## config.mk

```make
export PLATFORM = sky130hd
export DESIGN_NAME = bus_arbiter
export DESIGN_NICKNAME = d
export VERILOG_FILES = /design/src/rtl/bus_arbiter.sv
export SDC_FILE = /design/constraint.sdc
export NUM_CORES = 1
export LEC_CHECK = 0
export CORE_UTILIZATION = 55
export CTS_BUF_LIST = sky130_fd_sc_hd__clkbuf_4
export DETAILED_ROUTE_END_ITERATION = 10
export GPL_TIMING_DRIVEN = 1
export HOLD_SLACK_MARGIN = 0.12
export PLACE_DENSITY = 0.76
export RECOVER_POWER = 100
export REMOVE_ABC_BUFFERS = 1
export SETUP_SLACK_MARGIN = 0.15
export SYNTH_ARGS = -nofsm -noshare
export SYNTH_HDL_FRONTEND = slang
export SYNTH_SLANG_ARGS = --single-unit
```

## constraint.sdc

```tcl
create_clock -name clock -period 8.4 [get_ports clock]
set_input_delay 0.84 -clock clock [delete_from_list [all_inputs] [get_ports clock]]
set_output_delay 0.84 -clock clock [all_outputs]
set_load 0.01 [all_outputs]
```

## src/rtl/bus_arbiter.sv

```systemverilog
// Round-robin 32-source bus-drive arbiter with a registered one-hot grant.
// Optional grant-hold watchdog enabled by defining BUS_ARB_TIMEOUT_EN.
module bus_arbiter #(
    parameter int unsigned TIMEOUT_CYCLES = 16
) (
    input  logic        clock,
    input  logic        clear,
    input  logic [31:0] req,
    input  logic        bus_release,
    output logic [31:0] grant,
    output logic        busy,
    output logic        timeout
);

    localparam logic [0:0] IDLE    = 1'b0;
    localparam logic [0:0] GRANTED = 1'b1;

    if (TIMEOUT_CYCLES < 2 || TIMEOUT_CYCLES > 255) begin : g_bad_timeout
        $error("bus_arbiter: TIMEOUT_CYCLES must be in 2..255");
    end

    logic [0:0] state;
    logic [4:0] ptr;
    logic [4:0] owner;
    logic [4:0] pick;
    logic       found;
    logic       wd_expire;
    logic       tenure_end;

    // Rotating priority search: first set req bit at or above ptr, wrapping 31 -> 0.
    // NOTE: every always_comb output gets a default first so no latch is inferred.
    always_comb begin
        found = 1'b0;
        pick  = ptr;
        for (int i = 0; i < 32; i++) begin
            if (!found && req[ptr + 5'(i)]) begin
                found = 1'b1;
                pick  = ptr + 5'(i);
            end
        end
    end

    assign tenure_end = bus_release || !req[owner] || wd_expire;

    // NOTE: sequential state uses non-blocking assignments so all flops update together.
    always_ff @(posedge clock or posedge clear) begin
        if (clear) begin
            state <= IDLE;
            grant <= '0;
            owner <= '0;
            ptr   <= '0;
        end else begin
            case (state)
                IDLE: begin
                    if (found) begin
                        state <= GRANTED;
                        grant <= 32'd1 << pick;
                        owner <= pick;
                    end
                end
                GRANTED: begin
                    if (tenure_end) begin
                        state <= IDLE;
                        grant <= '0;
                        ptr   <= owner + 5'd1;
                    end
                end
                default: begin
                    state <= IDLE;
                    grant <= '0;
                end
            endcase
        end
    end

    assign busy = |grant;

`ifdef BUS_ARB_TIMEOUT_EN
    logic [7:0] wd_count;
    logic       timeout_q;

    // Expiry on the edge that would end the TIMEOUT_CYCLES-th granted cycle.
    assign wd_expire = (state == GRANTED) && (wd_count == 8'(TIMEOUT_CYCLES - 1));

    always_ff @(posedge clock or posedge clear) begin
        if (clear) begin
            wd_count  <= '0;
            timeout_q <= 1'b0;
        end else begin
            timeout_q <= wd_expire;
            if (state == GRANTED && !tenure_end)
                wd_count <= wd_count + 8'd1;
            else
                wd_count <= '0;
        end
    end

    assign timeout = timeout_q;
`else
    assign wd_expire = 1'b0;
    assign timeout   = 1'b0;
`endif

endmodule

```

==> results_dict.tcl, run 1 <==
set metrics [dict create \
    status "finished with violations" \
    violations "capacitance limit, slew limit" \
    synth_edf_count 0 \
    placementRows 45 \
    syn_inst 945 \
    fin_crit_ns 7.41 \
    placedCellCount 1186 \
    pin_count 69 \
    vias 9274 \
    via_per_inst 7.77 \
    grt_antenna_before_repair 0 \
    dp.final_hpwl_mm 24.8 \
    post_cts_buffers 0 \
    syn_area_mm2 0.00869 \
    drtIter0Drc 1541 \
    rsz0062_at_grt "no" \
    cts-root-buf "clkbuf_4" \
    wl_mm 33.1 \
    skew_ns 0.00728 \
    setup.worst_path.end_class "flip-flop" \
    path_class "flip-flop to flip-flop" \
    crit_path_max_fanout 47 \
    cts_tree "yes" \
    fin_util 0.622 \
    async_reset_ff_frac 1.00 \
    yosys.cell_types.count 85 \
    ant_nets 0 \
    clk_path_buf_depth 2 \
    grt_pass1_wl_mm 51.0 \
    pre_cts_slack_ns 1.69 \
    maxCapViolations 1 \
    grt.total_usage 0.410 \
    maxSlewViolCount 44 \
    ys_warn_count 0 \
    first_pass_iters 6 \
    worstPathRequired_ns 8.66 \
    coreArea_mm2 0.0153 \
    cts_made_buffers 5 \
    min_period_over_period 0.882 \
    ys_seq_area_frac 0.124 \
    grt_pass1_vias 8604 \
    synth_top_area_share 0.220 \
    cts.clk_slew.worst_paths_ns 0.12 \
    grt-ovfl-total 0 \
    setup_viol 0 \
    syn_area_per_cell_um2 9.19 \
    synth_largest_area_cell "mux4_2" \
    synth_common_cells "91 x nand2_1, 85 x mux4_2, 77 x mux2i_1" \
    hold_class "flip-flop to flip-flop" \
    worst_pin_slew_ns 2.23 \
    synthToLayoutAreaGrowth_pct 9.59 \
    start_util 0.567 \
    wl_per_cell_um 27.7 \
    place.gp.congestion 1.04 \
    drive_gt1_frac 0.183 \
    holdPathStages 2 \
    htree_num_levels 2 \
    synth_ff_type "dfrtp_1" \
    hold_viol 0 \
    fmax_ghz 0.135 \
    clock_sinks 43 \
    cts_resized 0 \
    drc 0 \
    worstRegToRegCells 14 \
    post-synth-top-count-cell "nand2_1" \
    worst_skew_pair.late_latency_ns 0.36 \
    antenna_cells 0 \
    relSlewSlack -0.486 \
    grt_max_degree 48 \
    port_buffers 67 \
    die_x_um 128 \
    cts_hold_buf 0 \
    finalWorstSetupSlack_ns 0.991 \
    ys_ff_latch 43 \
    synthTopCellsByArea "mux4_2 22%, dfrtp_1 12%, mux2i_1 8.9%" \
    layoutNonFillerInstCount 1194 \
    num-nets-final 1031 \
    cp.arrival_ns 7.66 \
    die_area_mm2 0.0163 \
    die_y_um 128 \
    crit_path_start_kind "flip-flop" \
]
==> registers in the layout, indices dropped and copies added, names as in the netlist <==
| name | flops |
|---|---|
| grant | 32 |
| ptr | 5 |
| state | 1 |
| owner | 5 |
==> logic make-up after synthesis <==
family,after synthesis,synth area share
mux,219,0.387
simple gates,284,0.171
buf+inv,92,0.0524
compound gates,258,0.209
fa+ha+maj,14,0.0202
xor+xnor,34,0.0360
other cells,1,0.000432
flops,43,0.124
==> worst paths after layout <==
check                      slack, ns       from   endpoint
max                             0.99     ptr[1]  grant[31]
min                             0.52  grant[12]  grant[12]
max reg2reg                     0.99     ptr[1]  grant[31]
min reg2reg                     0.52  grant[12]  grant[12]
max in group asynchronous       5.12      clear     ptr[1]
min in group asynchronous       1.72      clear      state
==> layout make-up <==
class                      count  area, um^2
multi-input combinational    810        7150
fill                        1314        5790
sequential                    43        1080
timing repair buffer          93         858
tap                          211         264
inverter                      29         111
clock buffer                   5        37.5
clock inverter                 3        15.0
==> stage by stage <==
| stage | hold WS [ns] | instance area, um^2 | setup TNS, ns |
|---|---|---|---|
| after floorplan | 0.495 | 8340 | -8.10 |
| after global placement | 0.499 | 9480 | 0 |
| after detailed placement | 0.507 | 9480 | 0 |
| after CTS | 0.536 | 9530 | 0 |
| after global routing | 0.554 | 9520 | 0 |
| final | 0.524 | 9520 | 0 |
==> cell usage in the layout, fill, tap and decap left out, types with 27 or more instances in the layout <==
master	count
nor2_1	43
dfrtp_1	42
dlygate4sd3_1	35
nand2_1	91
mux2i_1	77
o21ai_0	51
mux4_2	85
clkdlybuf4s50_1	32
a21oi_1	44
mux2_1	27
==> per-layer routing <==
metal / track usage / up-vias / part of all wire
met5: 0 / - / 0
met4: 0.233 / 0 / 0.074
met3: 0.106 / 211 / 0.14
met2: 0.594 / 852 / 0.41
met1: 0.556 / 4371 / 0.37
li1: - / 3840 / -
==> critical path, stage by stage (launching register included) <==
cell	delay, ns
dfrtp_4	0.72
buf_4	0.64
ha_1	0.64
xor2_1	0.99
mux4_2	0.54
mux2i_4	0.32
nand4_1	0.19
or4_1	0.65
nor3_1	0.90
a32o_1	0.29
a311oi_1	0.11
a211oi_1	0.20
o21ai_0	0.42
and2_0	0.42
a22o_1	0.22
Power of run 1 is not shown: default switching activity piles up to over one toggle a cycle in this logic, so the estimate is an artifact.
==> inputs of run 2 (changes only) <==
--- a/config.mk
+++ b/config.mk
@@ -10,10 +10,11 @@
 export DETAILED_ROUTE_END_ITERATION = 10
 export GPL_TIMING_DRIVEN = 1
 export HOLD_SLACK_MARGIN = 0.12
-export PLACE_DENSITY = 0.76
+export PLACE_DENSITY = 0.79
 export RECOVER_POWER = 100
 export REMOVE_ABC_BUFFERS = 1
 export SETUP_SLACK_MARGIN = 0.15
+export SKIP_CTS_REPAIR_TIMING = 1
 export SYNTH_ARGS = -nofsm -noshare
 export SYNTH_HDL_FRONTEND = slang
 export SYNTH_SLANG_ARGS = --single-unit
==> constraint.sdc (replaced) <==
create_clock -name clock -period 6.4 [get_ports clock]
set_input_delay 1.28 -clock clock [delete_from_list [all_inputs] [get_ports clock]]
set_output_delay 1.28 -clock clock [all_outputs]
set_load 0.01 [all_outputs]
==> run 2 against run 1 <==
Effect of this change:
- the flow still finishes with violations (capacitance limit, slew limit)
- clock skew increased by 0.0092 ns
- count of clock-buffer cells in the layout unchanged
- core utilization increased by 2.4 points
- critical path type is now primary input to flip-flop
==> results_dict.tcl, run 2 (synthesis results as in run 1) <==
set metrics [dict create \
    largest_reg_flops 32 \
    pin_count 69 \
    crit_path_max_fanout 10 \
    fin_crit_ns 6.17 \
    layoutNonFillerInstCount 1238 \
    reg_top3 "grant: 32 flops, owner: 5 flops, ptr: 5 flops" \
    dp.final_hpwl_mm 25.8 \
    setup.worst_path.end_class "flip-flop" \
    cp.arrival_ns 6.48 \
    cts_made_buffers 5 \
    htree_num_levels 2 \
    path_class "primary input to flip-flop" \
    ff_latch_area_mm2 0.00108 \
    hold_class "flip-flop to flip-flop" \
    wl_mm 33.1 \
    port_buffers 67 \
    grt_antenna_before_repair 0 \
    maxSlewViolCount 44 \
    fmax_ghz 0.162 \
    skew_ns 0.0164 \
    crit_path_start_kind "primary input" \
    grt-ovfl-total 0 \
    violations "capacitance limit, slew limit" \
    hold_viol 0 \
    drtIter0Drc 1491 \
    place.gp.congestion 1.16 \
    worst_pin_slew_ns 2.24 \
    cts_tree "yes" \
    cts-root-buf "clkbuf_4" \
    vias 9247 \
    start_util 0.567 \
    setup_viol 0 \
    drc 0 \
    status "finished with violations" \
    layout_common_cells "91 x nand2_1, 85 x mux4_2, 77 x mux2i_1" \
    cts.clk_slew.worst_paths_ns 0.14 \
    worstPathRequired_ns 6.71 \
    grt_max_degree 50 \
    fin_area_mm2 0.00989 \
    clk_path_buf_depth 2 \
    coreArea_mm2 0.0153 \
    worst_skew_pair.late_latency_ns 0.38 \
    rrSetupSlack_ns 0.32 \
    drive_gt1_frac 0.220 \
    placementRows 45 \
    relSlewSlack -0.493 \
    grt_pass1_wl_mm 51.1 \
    num-nets-final 1075 \
    die_x_um 128 \
    nFillCells 1352 \
    min_period_over_period 0.964 \
    wl_per_cell_um 26.7 \
    tns_ns 0 \
    grt.total_usage 0.413 \
    clock_sinks 43 \
    placedCellCount 1230 \
    synthToLayoutAreaGrowth_pct 13.9 \
    ant_nets 0 \
    multi_input_area_mm2 0.00716 \
    via_per_inst 7.47 \
    die_y_um 128 \
    rsz0062_at_grt "no" \
    largest_register "grant" \
    antenna_cells 0 \
    dpl_cell_area_mm2 0.00982 \
    first_pass_iters 6 \
    maxCapViolations 1 \
    grt_pass1_vias 8758 \
    die_area_mm2 0.0163 \
    final_common_cell "nand2_1" \
]
run 2: worst max-delay path: stages:
cell,delay [ns]
clkdlybuf4s50_1,0.52
buf_4,0.21
mux2i_1,0.43
mux4_2,0.38
mux2i_1,0.11
mux2i_1,0.54
nand4_1,0.36
or3_1,0.54
or3_1,0.53
a311oi_1,0.37
a211oi_1,0.09
o21ai_0,0.30
buf_4,0.23
nor2b_1,0.36
a22o_1,0.20
run 2: final cells by class:
type	count	area share
Clock inverter	3	0.00443
Multi-Input combinational cell	810	0.724
Tap cell	211	0.0267
Inverter	29	0.0113
Sequential cell	43	0.109
Clock buffer	5	0.00379
Timing Repair Buffer	137	0.121
run 2: worst paths after layout:
| path | startpoint | to | cells past startpoint |
|---|---|---|---|
| max | req[9] | grant[27] | 15 |
| min | grant[6] | grant[6] | 2 |
| max reg2reg | ptr[1] | grant[23] | 17 |
| min reg2reg | grant[6] | grant[6] | 2 |
| max in group asynchronous | clear | ptr[1] | 3 |
| min in group asynchronous | clear | state | 3 |
run 2: per-layer routing:
metal	track usage	vias up	share of wire
met3	0.0977	177	0.12
met4	0.209	0	0.062
met5	0	-	0
met1	0.565	4399	0.39
met2	0.611	738	0.43
li1	-	3933	-
run 2: stage by stage:
stage | hold slack [ns] | worst slack [ns] | util
global placement | 0.500 | 0.164 | 0.641
global route | 0.566 | 0.139 | 0.646
finish | 0.528 | 0.231 | 0.646
CTS | 0.548 | 0.504 | 0.647
floorplan | 0.495 | -2.29 | -
detailed placement | 0.517 | 0.133 | 0.641
Power of run 2 is left out for the same reason.
==> inputs of run 3 (changes only) <==
--- a/config.mk
+++ b/config.mk
@@ -8,7 +8,6 @@
 export CORE_UTILIZATION = 55
 export CTS_BUF_LIST = sky130_fd_sc_hd__clkbuf_4
 export DETAILED_ROUTE_END_ITERATION = 10
-export GPL_TIMING_DRIVEN = 1
 export HOLD_SLACK_MARGIN = 0.12
 export PLACE_DENSITY = 0.79
 export RECOVER_POWER = 100
==> results of run 3 <==
The final DEF is identical to that of run 2; final timing and power are the same.
Power of run 3 is left out for the same reason.
